**src/rtl/register_file_param_if.sv**
```systemverilog
// Register-file access bundle: two read ports, one write port, busy scoreboard set,
// and the registered read results.
interface register_file_param_if #(
    parameter int unsigned DATA_W = 32,
    parameter int unsigned ADDR_W = 5
);
    logic              rd_en;
    logic [ADDR_W-1:0] rs;
    logic [ADDR_W-1:0] rt;
    logic              we;
    logic [ADDR_W-1:0] writeReg;
    logic [DATA_W-1:0] writeData;
    logic              busy_set;
    logic [ADDR_W-1:0] busy_reg;
    logic [DATA_W-1:0] rs_out;
    logic [DATA_W-1:0] rt_out;
    logic              rs_busy;
    logic              rt_busy;
    logic              out_valid;

    modport master (
        output rd_en, rs, rt, we, writeReg, writeData, busy_set, busy_reg,
        input  rs_out, rt_out, rs_busy, rt_busy, out_valid
    );

    modport slave (
        input  rd_en, rs, rt, we, writeReg, writeData, busy_set, busy_reg,
        output rs_out, rt_out, rs_busy, rt_busy, out_valid
    );
endinterface

```
**src/rtl/register_file_param.sv**
```systemverilog
// Parametrised 2R/1W register file with registered, write-first reads and a
// per-register busy scoreboard for pending writebacks.
module register_file_param #(
    parameter int unsigned DATA_W   = 32,
    parameter int unsigned ADDR_W   = 5,
    parameter int unsigned DEPTH    = 32,
    parameter bit          ZERO_REG = 1'b1
) (
    input logic                  clk,
    input logic                  rst,
    register_file_param_if.slave bus
);
    localparam int unsigned IDX_W = (DEPTH > 1) ? $clog2(DEPTH) : 1;

    logic [DATA_W-1:0] mem [DEPTH];
    logic [DEPTH-1:0]  busy;
    logic [DEPTH-1:0]  busy_nxt;
    logic              wr_ok;
    logic              bs_ok;
    logic              rs_ok;
    logic              rt_ok;
    logic [DATA_W-1:0] rs_val;
    logic [DATA_W-1:0] rt_val;
    logic              rs_bnxt;
    logic              rt_bnxt;

    // An index is live if it exists and is not the hardwired zero register.
    function automatic logic idx_ok(input logic [ADDR_W-1:0] a);
        return (32'(a) < DEPTH) && !(ZERO_REG && (a == '0));
    endfunction

    function automatic logic [IDX_W-1:0] idx(input logic [ADDR_W-1:0] a);
        return a[IDX_W-1:0];
    endfunction

    always_comb begin
        wr_ok = bus.we && idx_ok(bus.writeReg);
        bs_ok = bus.busy_set && idx_ok(bus.busy_reg);
        rs_ok = idx_ok(bus.rs);
        rt_ok = idx_ok(bus.rt);
    end

    // Set is applied after clear so a new producer overrides a retiring one.
    always_comb begin
        busy_nxt = busy;
        if (wr_ok) busy_nxt[idx(bus.writeReg)] = 1'b0;
        if (bs_ok) busy_nxt[idx(bus.busy_reg)] = 1'b1;
    end

    always_comb begin
        rs_val  = '0;
        rt_val  = '0;
        rs_bnxt = 1'b0;
        rt_bnxt = 1'b0;
        if (rs_ok) begin
            rs_val  = (wr_ok && (bus.writeReg == bus.rs)) ? bus.writeData : mem[idx(bus.rs)];
            rs_bnxt = busy_nxt[idx(bus.rs)];
        end
        if (rt_ok) begin
            rt_val  = (wr_ok && (bus.writeReg == bus.rt)) ? bus.writeData : mem[idx(bus.rt)];
            rt_bnxt = busy_nxt[idx(bus.rt)];
        end
    end

    always_ff @(posedge clk or negedge rst) begin
        if (!rst) begin
            for (int unsigned i = 0; i < DEPTH; i++) begin
                mem[i] <= '0;
            end
        end else if (wr_ok) begin
            mem[idx(bus.writeReg)] <= bus.writeData;
        end
    end

    always_ff @(posedge clk or negedge rst) begin
        if (!rst) begin
            busy          <= '0;
            bus.rs_out    <= '0;
            bus.rt_out    <= '0;
            bus.rs_busy   <= 1'b0;
            bus.rt_busy   <= 1'b0;
            bus.out_valid <= 1'b0;
        end else begin
            busy          <= busy_nxt;
            bus.out_valid <= bus.rd_en;
            if (bus.rd_en) begin
                bus.rs_out  <= rs_val;
                bus.rt_out  <= rt_val;
                bus.rs_busy <= rs_bnxt;
                bus.rt_busy <= rt_bnxt;
            end
        end
    end
endmodule

```
**src/flat_wrapper.sv**
```systemverilog
// flat-port wrapper written by rule: the top's interface ports become plain ports
module register_file_param_flat 
#(
    parameter int unsigned DATA_W   = 32,
    parameter int unsigned ADDR_W   = 5,
    parameter int unsigned DEPTH    = 32,
    parameter bit          ZERO_REG = 1'b1
)
  (clk, rst, bus_rd_en, bus_rs, bus_rt, bus_we, bus_writeReg, bus_writeData, bus_busy_set, bus_busy_reg, bus_rs_out, bus_rt_out, bus_rs_busy, bus_rt_busy, bus_out_valid);
  register_file_param_if #(.DATA_W(DATA_W), .ADDR_W(ADDR_W)) bus_i ();
  input logic clk;
  input logic rst;
  input wire logic [$bits(bus_i.rd_en)-1:0] bus_rd_en;
  input wire logic [$bits(bus_i.rs)-1:0] bus_rs;
  input wire logic [$bits(bus_i.rt)-1:0] bus_rt;
  input wire logic [$bits(bus_i.we)-1:0] bus_we;
  input wire logic [$bits(bus_i.writeReg)-1:0] bus_writeReg;
  input wire logic [$bits(bus_i.writeData)-1:0] bus_writeData;
  input wire logic [$bits(bus_i.busy_set)-1:0] bus_busy_set;
  input wire logic [$bits(bus_i.busy_reg)-1:0] bus_busy_reg;
  output wire logic [$bits(bus_i.rs_out)-1:0] bus_rs_out;
  output wire logic [$bits(bus_i.rt_out)-1:0] bus_rt_out;
  output wire logic [$bits(bus_i.rs_busy)-1:0] bus_rs_busy;
  output wire logic [$bits(bus_i.rt_busy)-1:0] bus_rt_busy;
  output wire logic [$bits(bus_i.out_valid)-1:0] bus_out_valid;
  assign bus_i.rd_en = bus_rd_en;
  assign bus_i.rs = bus_rs;
  assign bus_i.rt = bus_rt;
  assign bus_i.we = bus_we;
  assign bus_i.writeReg = bus_writeReg;
  assign bus_i.writeData = bus_writeData;
  assign bus_i.busy_set = bus_busy_set;
  assign bus_i.busy_reg = bus_busy_reg;
  assign bus_rs_out = bus_i.rs_out;
  assign bus_rt_out = bus_i.rt_out;
  assign bus_rs_busy = bus_i.rs_busy;
  assign bus_rt_busy = bus_i.rt_busy;
  assign bus_out_valid = bus_i.out_valid;
  register_file_param #(.DATA_W(DATA_W), .ADDR_W(ADDR_W), .DEPTH(DEPTH), .ZERO_REG(ZERO_REG)) u_core (.clk(clk), .rst(rst), .bus(bus_i));
endmodule
```
**config.mk**
```make
export PLATFORM = sky130hd
export DESIGN_NAME = register_file_param_flat
export DESIGN_NICKNAME = d
export VERILOG_FILES = /design/src/rtl/register_file_param_if.sv /design/src/rtl/register_file_param.sv /design/src/flat_wrapper.sv
export SDC_FILE = /design/constraint.sdc
export NUM_CORES = 2
export LEC_CHECK = 0
export CAP_MARGIN = 10
export CORE_UTILIZATION = 57
export CTS_BUF_LIST = sky130_fd_sc_hd__clkbuf_8 sky130_fd_sc_hd__clkbuf_16
export DETAILED_ROUTE_END_ITERATION = 16
export GPL_ROUTABILITY_DRIVEN = 0
export PLACE_DENSITY = 0.76
export SLEW_MARGIN = 20
export SYNTH_ARGS = -nofsm -noshare
export SYNTH_HDL_FRONTEND = slang
export SYNTH_SLANG_ARGS = --single-unit
```
**constraint.sdc**
```tcl
create_clock -name clk -period 2.17 [get_ports clk]
set_clock_uncertainty 0.15 [all_clocks]
set_input_delay 0.3255 -clock clk [delete_from_list [all_inputs] [get_ports clk]]
set_output_delay 0.3255 -clock clk [all_outputs]
set_load 0.01 [all_outputs]
```
==> results.yml <==
critical_path:
  critical_path.slowest_cell: "sky130_fd_sc_hd__mux4_2"
  cp_slowest_stage_delay_ns: 0.49
  cp_data_required_time_ns: 2.61
  timing_worst_setup_path_type: "reg -> reg"
  arrival_ns: 2.72
  crit_path_start_kind: "flop"
  critical_path.cell_chain: "mux4_2 > mux4_2 > and2_4 > a211o_1 > o21ai_2 > o2bb2ai_1"
  worstSetupEndpointType: "flop"
  path_max_fanout: 3
  worst_path_most_repeated_cell: "sky130_fd_sc_hd__mux4_2"
timing:
  worst_pin_slew_ns: 0.977
  relSlewSlack_pct: 34.9
  timing.final.max_slew_violations: 0
  setup_viol: 17
  layout_setup_ws_ns: -0.106
  fin_worst_hold_slack_ns: 0.0594
  post-route-min-period_ns: 2.28
  final_min_period_over_clock_period_pct: 105
  final_hold_violation_count: 0
  fmaxAchievable_ghz: 0.439
  rsz_0062_raised_after_global_routing: "true"
clock_network:
  ctsLongestPathBuffers: 3
  htree_num_levels: 3
  clock_insertion_delay_worst_skew_ns: 0.70
  clk_pin_slew_ns: 0.07
  clock_tree_root_buffer_cell: "sky130_fd_sc_hd__clkbuf_16"
  cts_tree: "yes"
  numCtsBuffers: 118
  cts.sinks: 1123
power_and_ir_drop:
  static-leakage-power_nw: 31.1
  power.density_nw_per_um2: 898
  ir_drop_mv: 0.685
outcome:
  failed_checks: "negative setup slack"
  outcome: "complete, but fails checks"
logic_synthesis:
  synth-edff-count: 0
  yosys_register_bits: 1123
  synth.yosys.seq_area_share_pct: 47.6
  ys_async_sr_fraction_pct: 100
  syn_avg_cell_area_um2: 15.0
  net_count_after_synthesis: 4003
  postSynth.topFlopCell: "sky130_fd_sc_hd__dfrtp_1"
  synth_area_um2: 59100
  syn-instance-count: 3946
  synth_cell_type_count: 67
  ys_warnings: 0
drt:
  drt_first_pass_iters: 8
  detail_route.drc_violations: 0
  postRouteWirelength_um: 179000
  routed-via-count: 39765
  number_of_design_rule_violations_left_by_the_first_detailed_router_iteration: 4326
  route.detailed.vias_per_inst: 6.94
  drt-wirelength-per-cell_um: 31.2
  antenna_violating_nets_post_route: 0
placement:
  place.detailed.hpwl_um: 111000
  io_buffers: 123
die:
  core-area_um2: 102000
  die_w_um: 324
  die_area_um2: 105000
  die_height_um: 324
  std_cell_rows: 117
  starting_density_pct: 57.8
  top_level_ports: 124
final_layout:
  nets: 4321
  area.growth.synth_to_final_pct: 18.9
  post_route_cells_drive_above_1_share_pct: 54.1
  layout.cells.most_common: "sky130_fd_sc_hd__dfrtp_1"
  post-route-util_pct: 68.8
  layout.cells.most_common_list: "sky130_fd_sc_hd__dfrtp_1 (1,117), sky130_fd_sc_hd__mux2_2 (962), sky130_fd_sc_hd__mux4_2 (551)"
  regMostFlops: "u_core.mem"
  largest_register_ffs: 1024
grt:
  track_usage_pct: 35.1
  overflow: 0
  grt_start_max_net_pins: 122
  grt_pass1_vias: 41395
  antenna_found_initial: 15
  grt_first_pass_wirelength_um: 270000
run:
  drv.max_cap_violation_count: 0
hold_path:
  worst_hold_path_type: "in -> reg"
## logic make-up (layout without fill, tap and decap cells)
logic type | Yosys count | count (layout) | synth area share (%)
AO/OA/AOI/OAI | 358 | 358 | 4.45
XOR/XNOR | 10 | 10 | 0.148
buffers and inverters | 464 | 879 | 3.23
flip-flops | 1123 | 1123 | 47.6
multiplexers | 1675 | 1675 | 42.1
other | 0 | 3 | 0
AND/OR/NAND/NOR | 316 | 316 | 2.50
## synth_stat cells, types with 5 or more instances
cell type                   number  share of area, %
sky130_fd_sc_hd__dfrtp_1      1123                48
sky130_fd_sc_hd__mux2_2        962                18
sky130_fd_sc_hd__mux4_2        551                21
sky130_fd_sc_hd__clkbuf_1      330               2.1
sky130_fd_sc_hd__mux2i_1       162               2.7
sky130_fd_sc_hd__nand2_1       158               1.0
sky130_fd_sc_hd__o21ai_0        97              0.82
sky130_fd_sc_hd__nor2_1         65              0.41
sky130_fd_sc_hd__a221oi_1       64              0.95
sky130_fd_sc_hd__o2bb2ai_1      63              0.93
sky130_fd_sc_hd__buf_2          49              0.42
sky130_fd_sc_hd__buf_1          42              0.27
sky130_fd_sc_hd__a22oi_1        34              0.43
sky130_fd_sc_hd__and2_1         31              0.33
sky130_fd_sc_hd__a211o_1        28              0.42
sky130_fd_sc_hd__buf_4          18              0.23
sky130_fd_sc_hd__inv_1          18              0.11
sky130_fd_sc_hd__o21ai_1        13              0.11
sky130_fd_sc_hd__nand3_1        11             0.093
sky130_fd_sc_hd__a211oi_1       10              0.13
sky130_fd_sc_hd__a21oi_1         9             0.076
sky130_fd_sc_hd__a22o_1          9              0.13
sky130_fd_sc_hd__xnor2_1         7              0.10
sky130_fd_sc_hd__nor2b_1         6             0.064
sky130_fd_sc_hd__buf_6           5             0.095
sky130_fd_sc_hd__o32ai_1         5             0.074
## worst paths after layout
| path | startpoint | endpoint | slack [ns] | depth (start not counted) |
|---|---|---|---|---|
| max | u_core.mem[522] | u_core.bus.rt_out[10] | -0.11 | 6 |
| min | bus_busy_reg[4] | u_core.busy[18] | 0.06 | 3 |
| max reg2reg | u_core.mem[522] | u_core.bus.rt_out[10] | -0.11 | 6 |
| min reg2reg | u_core.mem[1020] | u_core.mem[1020] | 0.25 | 0 |
| max in group asynchronous | rst | u_core.mem[764] | 0.60 | 3 |
| min in group asynchronous | rst | u_core.mem[641] | 0.15 | 3 |
## layer usage
layer  global-route usage, %  wire length [um]
met1                    47.5             69000
met2                    54.4             83900
met3                    9.13             18000
met4                    14.6              8040
met5                       0               119
## critical path, delay by kind of cell (launching register included)
family | cells | cell delay [ns]
AOI/OAI and AO/OA | 3 | 0.48
muxes | 2 | 0.97
DFF | 1 | 0.40
and+or+nand+nor | 1 | 0.18
## repair_timing
item / in CTS / in global routing
resized for setup: 63 / 58
hold buffers: 2 / 0
pin swaps: 19 / 25
hold endpoints to repair: 1123 / 0
buffers inserted: 19 / 13
endpoints found under the setup margin: 36 / 50
## through the flow
step                      setup WS (ns)  TNS [ns]  instance area, um^2  total power, mW  std cells
after floorplan                  -0.303    -12.02                59800             36.9       3946
after global placement           -0.904   -442.61                65800             41.3       5479
after detailed placement         -0.966   -494.57                65800             42.0       5479
after CTS                        -0.118    -0.468                70000             62.8       5716
after global routing             -0.133     -2.06                70300             65.4       5730
final                            -0.106    -0.551                70300             63.1       5732
## cell type report
cell class              instances  area [um^2]
diodes                          3         7.51
clock buffers                 145         3360
clock inverters                72          636
fillers                      6840        31900
inverters                      20         75.1
multi-input cells            2359        29500
flip-flops and latches       1123        28100
well taps                    1368         1710
repair buffers                642         6830
## power breakdown
part,internal (mW),switching (mW),leakage [nW]
clock,12.2,8.63,2.06
combinational,8.82,5.43,14.6
sequential,25.0,3.00,14.4
(Power assumes the default switching activity.)
